--- src/rtl/vga_timing_gen.sv ---
// 640x480@60 VGA raster timing: pixel-rate divider, h/v counters, position strobes,
// and a pin-side delay line that keeps sync/blank aligned with the registered RGB path.
module vga_timing_gen #(
    parameter int unsigned CLK_DIV    = 2,
    parameter int unsigned H_VISIBLE  = 640,
    parameter int unsigned H_FRONT    = 16,
    parameter int unsigned H_SYNC     = 96,
    parameter int unsigned H_BACK     = 48,
    parameter int unsigned V_VISIBLE  = 480,
    parameter int unsigned V_FRONT    = 10,
    parameter int unsigned V_SYNC     = 2,
    parameter int unsigned V_BACK     = 33,
    parameter int unsigned SYNC_DELAY = 1
) (
    input  logic       clk,
    input  logic       rst_n,
    output logic [9:0] h_counter,
    output logic [9:0] v_counter,
    output logic       video_on,
    output logic       pixel_tick,
    output logic       line_start,
    output logic       frame_start,
    output logic       VGA_CLK,
    output logic       VGA_HS,
    output logic       VGA_VS,
    output logic       VGA_BLANK_N,
    output logic       VGA_SYNC_N
);

    localparam int unsigned H_TOTAL  = H_VISIBLE + H_FRONT + H_SYNC + H_BACK;
    localparam int unsigned V_TOTAL  = V_VISIBLE + V_FRONT + V_SYNC + V_BACK;
    localparam int unsigned HS_START = H_VISIBLE + H_FRONT;
    localparam int unsigned HS_END   = HS_START + H_SYNC;
    localparam int unsigned VS_START = V_VISIBLE + V_FRONT;
    localparam int unsigned VS_END   = VS_START + V_SYNC;
    localparam int unsigned DIV_W    = (CLK_DIV > 2) ? $clog2(CLK_DIV) : 1;

    if (CLK_DIV < 2) begin : g_chk_div
        $error("vga_timing_gen: CLK_DIV must be >= 2");
    end
    if (SYNC_DELAY < 1) begin : g_chk_dly
        $error("vga_timing_gen: SYNC_DELAY must be >= 1");
    end
    if (H_TOTAL > 1024 || V_TOTAL > 1024) begin : g_chk_total
        $error("vga_timing_gen: H_TOTAL and V_TOTAL must fit 10-bit counters");
    end

    // ------------------------------------------------------------------
    // Pixel-rate divider and DAC clock
    // ------------------------------------------------------------------
    logic [DIV_W-1:0] r_div_cnt;
    logic [DIV_W-1:0] w_div_nxt;
    logic             w_div_last;
    logic             r_vga_clk;

    assign w_div_last = (r_div_cnt == DIV_W'(CLK_DIV - 1));
    assign w_div_nxt  = w_div_last ? '0 : r_div_cnt + DIV_W'(1);

    // VGA_CLK follows the next divider phase so its rising edge sits mid-pixel.
    always_ff @(posedge clk or negedge rst_n) begin
        if (!rst_n) begin
            r_div_cnt <= '0;
            r_vga_clk <= 1'b0;
        end else begin
            r_div_cnt <= w_div_nxt;
            r_vga_clk <= (w_div_nxt >= DIV_W'(CLK_DIV / 2));
        end
    end

    // ------------------------------------------------------------------
    // Raster counters
    // ------------------------------------------------------------------
    logic [9:0] r_h_cnt;
    logic [9:0] r_v_cnt;
    logic       w_h_last;
    logic       w_v_last;

    assign w_h_last = (r_h_cnt == 10'(H_TOTAL - 1));
    assign w_v_last = (r_v_cnt == 10'(V_TOTAL - 1));

    always_ff @(posedge clk or negedge rst_n) begin
        if (!rst_n) begin
            r_h_cnt <= '0;
            r_v_cnt <= '0;
        end else if (w_div_last) begin
            if (w_h_last) begin
                r_h_cnt <= '0;
                r_v_cnt <= w_v_last ? '0 : r_v_cnt + 10'd1;
            end else begin
                r_h_cnt <= r_h_cnt + 10'd1;
            end
        end
    end

    // ------------------------------------------------------------------
    // Position decodes (undelayed, consumed by the fetch stage)
    // ------------------------------------------------------------------
    logic [10:0] w_h_ext;
    logic [10:0] w_v_ext;
    logic        w_video_on;
    logic        w_hs;
    logic        w_vs;

    // 11-bit compares keep sync windows ending at 1024 representable.
    assign w_h_ext    = {1'b0, r_h_cnt};
    assign w_v_ext    = {1'b0, r_v_cnt};
    assign w_video_on = (w_h_ext < 11'(H_VISIBLE)) && (w_v_ext < 11'(V_VISIBLE));
    assign w_hs       = !((w_h_ext >= 11'(HS_START)) && (w_h_ext < 11'(HS_END)));
    assign w_vs       = !((w_v_ext >= 11'(VS_START)) && (w_v_ext < 11'(VS_END)));

    // ------------------------------------------------------------------
    // Pin-side delay line, clocked every clk to track the RGB register
    // ------------------------------------------------------------------
    logic [SYNC_DELAY-1:0] r_hs_dly;
    logic [SYNC_DELAY-1:0] r_vs_dly;
    logic [SYNC_DELAY-1:0] r_blank_dly;

    always_ff @(posedge clk or negedge rst_n) begin
        if (!rst_n) begin
            r_hs_dly    <= '1;
            r_vs_dly    <= '1;
            r_blank_dly <= '0;
        end else begin
            r_hs_dly[0]    <= w_hs;
            r_vs_dly[0]    <= w_vs;
            r_blank_dly[0] <= w_video_on;
            for (int i = 1; i < int'(SYNC_DELAY); i++) begin
                r_hs_dly[i]    <= r_hs_dly[i-1];
                r_vs_dly[i]    <= r_vs_dly[i-1];
                r_blank_dly[i] <= r_blank_dly[i-1];
            end
        end
    end

    // ------------------------------------------------------------------
    // Outputs
    // ------------------------------------------------------------------
    assign h_counter   = r_h_cnt;
    assign v_counter   = r_v_cnt;
    assign video_on    = w_video_on;
    assign pixel_tick  = w_div_last;
    assign line_start  = w_div_last && w_h_last;
    assign frame_start = w_div_last && w_h_last && w_v_last;
    assign VGA_CLK     = r_vga_clk;
    assign VGA_HS      = r_hs_dly[SYNC_DELAY-1];
    assign VGA_VS      = r_vs_dly[SYNC_DELAY-1];
    assign VGA_BLANK_N = r_blank_dly[SYNC_DELAY-1];
    assign VGA_SYNC_N  = 1'b0;

    a_strobe_order : assert property (@(posedge clk) disable iff (!rst_n)
        frame_start |-> line_start);
    a_line_tick : assert property (@(posedge clk) disable iff (!rst_n)
        line_start |-> pixel_tick);
    a_h_range : assert property (@(posedge clk) disable iff (!rst_n)
        r_h_cnt < 10'(H_TOTAL - 1) || w_h_last);
    a_v_range : assert property (@(posedge clk) disable iff (!rst_n)
        r_v_cnt < 10'(V_TOTAL - 1) || w_v_last);

endmodule

--- config.mk ---
export PLATFORM = sky130hd
export DESIGN_NAME = vga_timing_gen
export DESIGN_NICKNAME = d
export VERILOG_FILES = /design/src/rtl/vga_timing_gen.sv
export SDC_FILE = /design/constraint.sdc
export NUM_CORES = 1
export LEC_CHECK = 0
export ABC_AREA = 1
export CAP_MARGIN = 20
export CORE_ASPECT_RATIO = 1.1
export CORE_MARGIN = 2
export CORE_UTILIZATION = 49
export DETAILED_ROUTE_END_ITERATION = 7
export PLACE_DENSITY = 0.79
export SYNTH_ARGS = -nofsm -noshare
export SYNTH_HDL_FRONTEND = slang
export SYNTH_SLANG_ARGS = --single-unit
--- constraint.sdc ---
create_clock -name clk -period 1.5 [get_ports clk]
set_input_delay 0.15 -clock clk [delete_from_list [all_inputs] [get_ports clk]]
set_output_delay 0.15 -clock clk [all_outputs]
set_load 0.02 [all_outputs]
==> out/qor.yml <==
finish:
  syn_to_final_growth_pct: 77.9
  layout.nets: 264
  mostFrequentLayoutCell: "sky130_fd_sc_hd__buf_4"
  post-route-cell-area_mm2: 0.00235
  layout.cells.most_common_list: "54 x sky130_fd_sc_hd__buf_4, 25 x sky130_fd_sc_hd__nand2_1, 20 x sky130_fd_sc_hd__dfrtp_1"
  post_route_cells_drive_above_1_share_pct: 48.2
  layoutNonFillerInstCount: 288
  n_antenna_cell: 0
critical_path:
  timing.critical_path.required_ns: 1.35
  rr_startpoint: "v_counter[0]"
  cp-end-kind: "primary output"
  reg2reg_path_depth: 8
  worst_ep_arrival_time_ns: 1.65
  cp-start-kind: "register"
  timing.critical_path.fanout_max: 2
  reg2reg_setup_slack_ns: -0.13
  timing.rr.end: "v_counter[4]"
  type_of_the_setup_path_with_the_least_slack: "register to primary output"
die:
  fp.dieH_um: 58.5
  die_area_mm2: 0.00313
  pin_count: 31
  std_cell_rows: 19
  starting_density_pct: 52.0
  die_w_um: 53.6
  coreArea_mm2: 0.00254
global_routing:
  gr-usage-met2_pct: 60.3
  grt_antenna_before_repair: 0
  grt_pass1_wl_mm: 7.70
  grt_start_max_net_pins: 25
  grt_util_met3_pct: 6.35
  gr-total-overflow: 0
  m1_gr_usage_pct: 37.0
  busiest_layer: "met2"
  groute.usage.overall_pct: 34.5
  via_count_of_the_first_global_routing_pass: 1573
placed_design:
  dpl_cell_area_mm2: 0.00195
  hpwl_mm: 2.77
  io_buffers: 29
  finalWeightedCongestion: 0.919
  number_of_placed_instances_taps_included: 267
pwr:
  total_switching_power_uw: 244
  power_frac_clock_pct: 42.8
  p_leak_nw: 1.21
  power_per_cell_area_mw_per_mm2: 495
  power_switching_share_pct: 20.9
  internal_uw: 922
  comb_power_share_pct: 1.7
  share_seq_of_total_power_pct: 55.5
  worst_ir_drop_vdd_uv: 512
  power.total_mw: 1.17
timing:
  setup_total_negative_slack_ns: -1.13
  setup-violations-final: 13
  rsz_0062_raised_after_global_routing: "true"
  min_period_over_period_pct: 120
  final_period_minus_worst_setup_slack_ns: 1.80
  layout_setup_ws_ns: -0.301
  timing_hold_violations_final: 0
  final.setup_skew_ns: 0.00784
  fmaxAchievable_ghz: 0.555
  final_max_slew_viol_count: 0
  hold-worst-slack_ns: 0.158
route:
  viasPerCell: 6.00
  final_antenna_net_count: 0
  drt-initial-drc-count: 95
  routedWlPerCell_um: 20.3
  routed-via-count: 1729
  detail_route.first_pass.iterations: 5
  drc: 0
  routed_wirelength_mm: 5.85
hold_path:
  hold_class: "input port to asynchronous set/reset pin"
status:
  outcome: "finished with violations"
  violations: "negative setup slack"
synth:
  synth.distinct_cells: 27
  synth_warnings: 0
  synth.yosys.seq_area_share_pct: 45.6
  postSynthRegisterBits: 24
  syn_inst: 169
  netlist_area_mm2: 0.00132
  post_synth.cell_area_avg_um2: 7.83
  postSynthNetCount: 175
cts:
  clk_transition_reported_paths_ns: 0.15
  cts_hold_buffers: 0
  clkLatencyLatePin_ns: 0.34
  cts_num_sinks: 24
  tritoncts.num_buffers: 3
  clk_path_buf_depth: 2
  cts_root_buf: "sky130_fd_sc_hd__clkbuf_4"
  cts_tree: "yes"
  ctsHtreeMaxLevel: 1
run:
  max-cap-violations: 0
[cell families (layout without fill, tap and decap cells)]
| family | after synthesis | after routing | share of synthesized area, % |
|---|---|---|---|
| xor+xnor | 4 | 4 | 2.65 |
| other cells | 1 | 1 | 0.283 |
| buf+inv | 33 | 121 | 10.6 |
| simple gates | 85 | 85 | 29.8 |
| flops | 24 | 24 | 45.6 |
| compound gates | 18 | 18 | 7.37 |
| fa+ha+maj | 4 | 4 | 3.78 |
[power by group through the flow]
stage / logic, mW / clock network (mW) / registers [mW]
global route: 0.0225 / 0.508 / 0.648
detailed placement: 0.0198 / 0 / 0.659
floorplan: 0.00417 / 0 / 0.659
finish: 0.0197 / 0.500 / 0.647
global placement: 0.0192 / 0 / 0.659
CTS: 0.0200 / 0.482 / 0.647
[critical path: stages (launching register included)]
cell,delay (ns)
sky130_fd_sc_hd__dfrtp_1,0.43
sky130_fd_sc_hd__inv_2,0.10
sky130_fd_sc_hd__ha_4,0.16
sky130_fd_sc_hd__inv_4,0.05
sky130_fd_sc_hd__nor4_4,0.16
sky130_fd_sc_hd__nand3_2,0.14
sky130_fd_sc_hd__nor2_2,0.14
sky130_fd_sc_hd__buf_6,0.13
[registers in the layout, summed over array words and instances, names as in the netlist]
name         flops
VGA_BLANK_N      1
VGA_HS           1
h_counter       10
v_counter       10
VGA_VS           1
pixel_tick       1
[routing by layer]
layer  vias up  share of wire [%]  routed length [um]
met5         -                  0                   0
met4         0                7.9                 461
met3        47                8.4                 494
met2       140                 49                2880
met1       828                 35                2020
li1        714                  -                   -
[timing repair]
action	4_1_cts	5_1_grt
pin swaps	12	24
setup endpoints to repair	28	21
resized for setup	64	66
buffers inserted	11	9
[worst max-delay path by stage]
stage	slack, ns	to	start	depth (start not counted)
2_1_floorplan	0.001	h_counter[3]	h_counter[1]	6
3_5_place_dp	-0.36	frame_start	v_counter[0]	7
6_report	-0.30	frame_start	v_counter[0]	7
5_1_grt	-0.38	frame_start	v_counter[1]	7
4_1_cts	-0.19	frame_start	v_counter[1]	7
3_3_place_gp	-0.30	frame_start	v_counter[0]	7
[stage by stage]
stage,setup slack (ns),utilization [%]
2_1_floorplan,0.00135,-
3_3_place_gp,-0.302,76.5
3_5_place_dp,-0.361,76.5
4_1_cts,-0.187,83.6
5_1_grt,-0.383,92.6
6_report,-0.301,92.6
[synth_stat cells (all sizes together)]
master | n | share of area, %
nand2 | 34 | 9.8
inv | 29 | 8.2
dfrtp | 22 | 42
nand3 | 19 | 7.6
nor2 | 19 | 6.5
o21ai | 14 | 5.3
nand4 | 6 | 2.8
buf | 4 | 2.4
ha | 4 | 3.8
nor3 | 4 | 1.5
a21oi | 2 | 0.76
dfstp | 2 | 4.0
nor4 | 2 | 0.95
xnor2 | 2 | 1.3
xor2 | 2 | 1.3
a31o | 1 | 0.66
a41oi | 1 | 0.66
conb | 1 | 0.28
nand3b | 1 | 0.57
[layout make-up]
class | count | area (um2)
multi-input combinational | 112 | 808
timing repair buffer | 88 | 726
sequential | 24 | 606
fill | 87 | 189
inverter | 29 | 124
tap | 31 | 38.8
clock inverter | 1 | 30.0
clock buffer | 3 | 22.5
No activity file was read; power rests on OpenSTA's default activity.
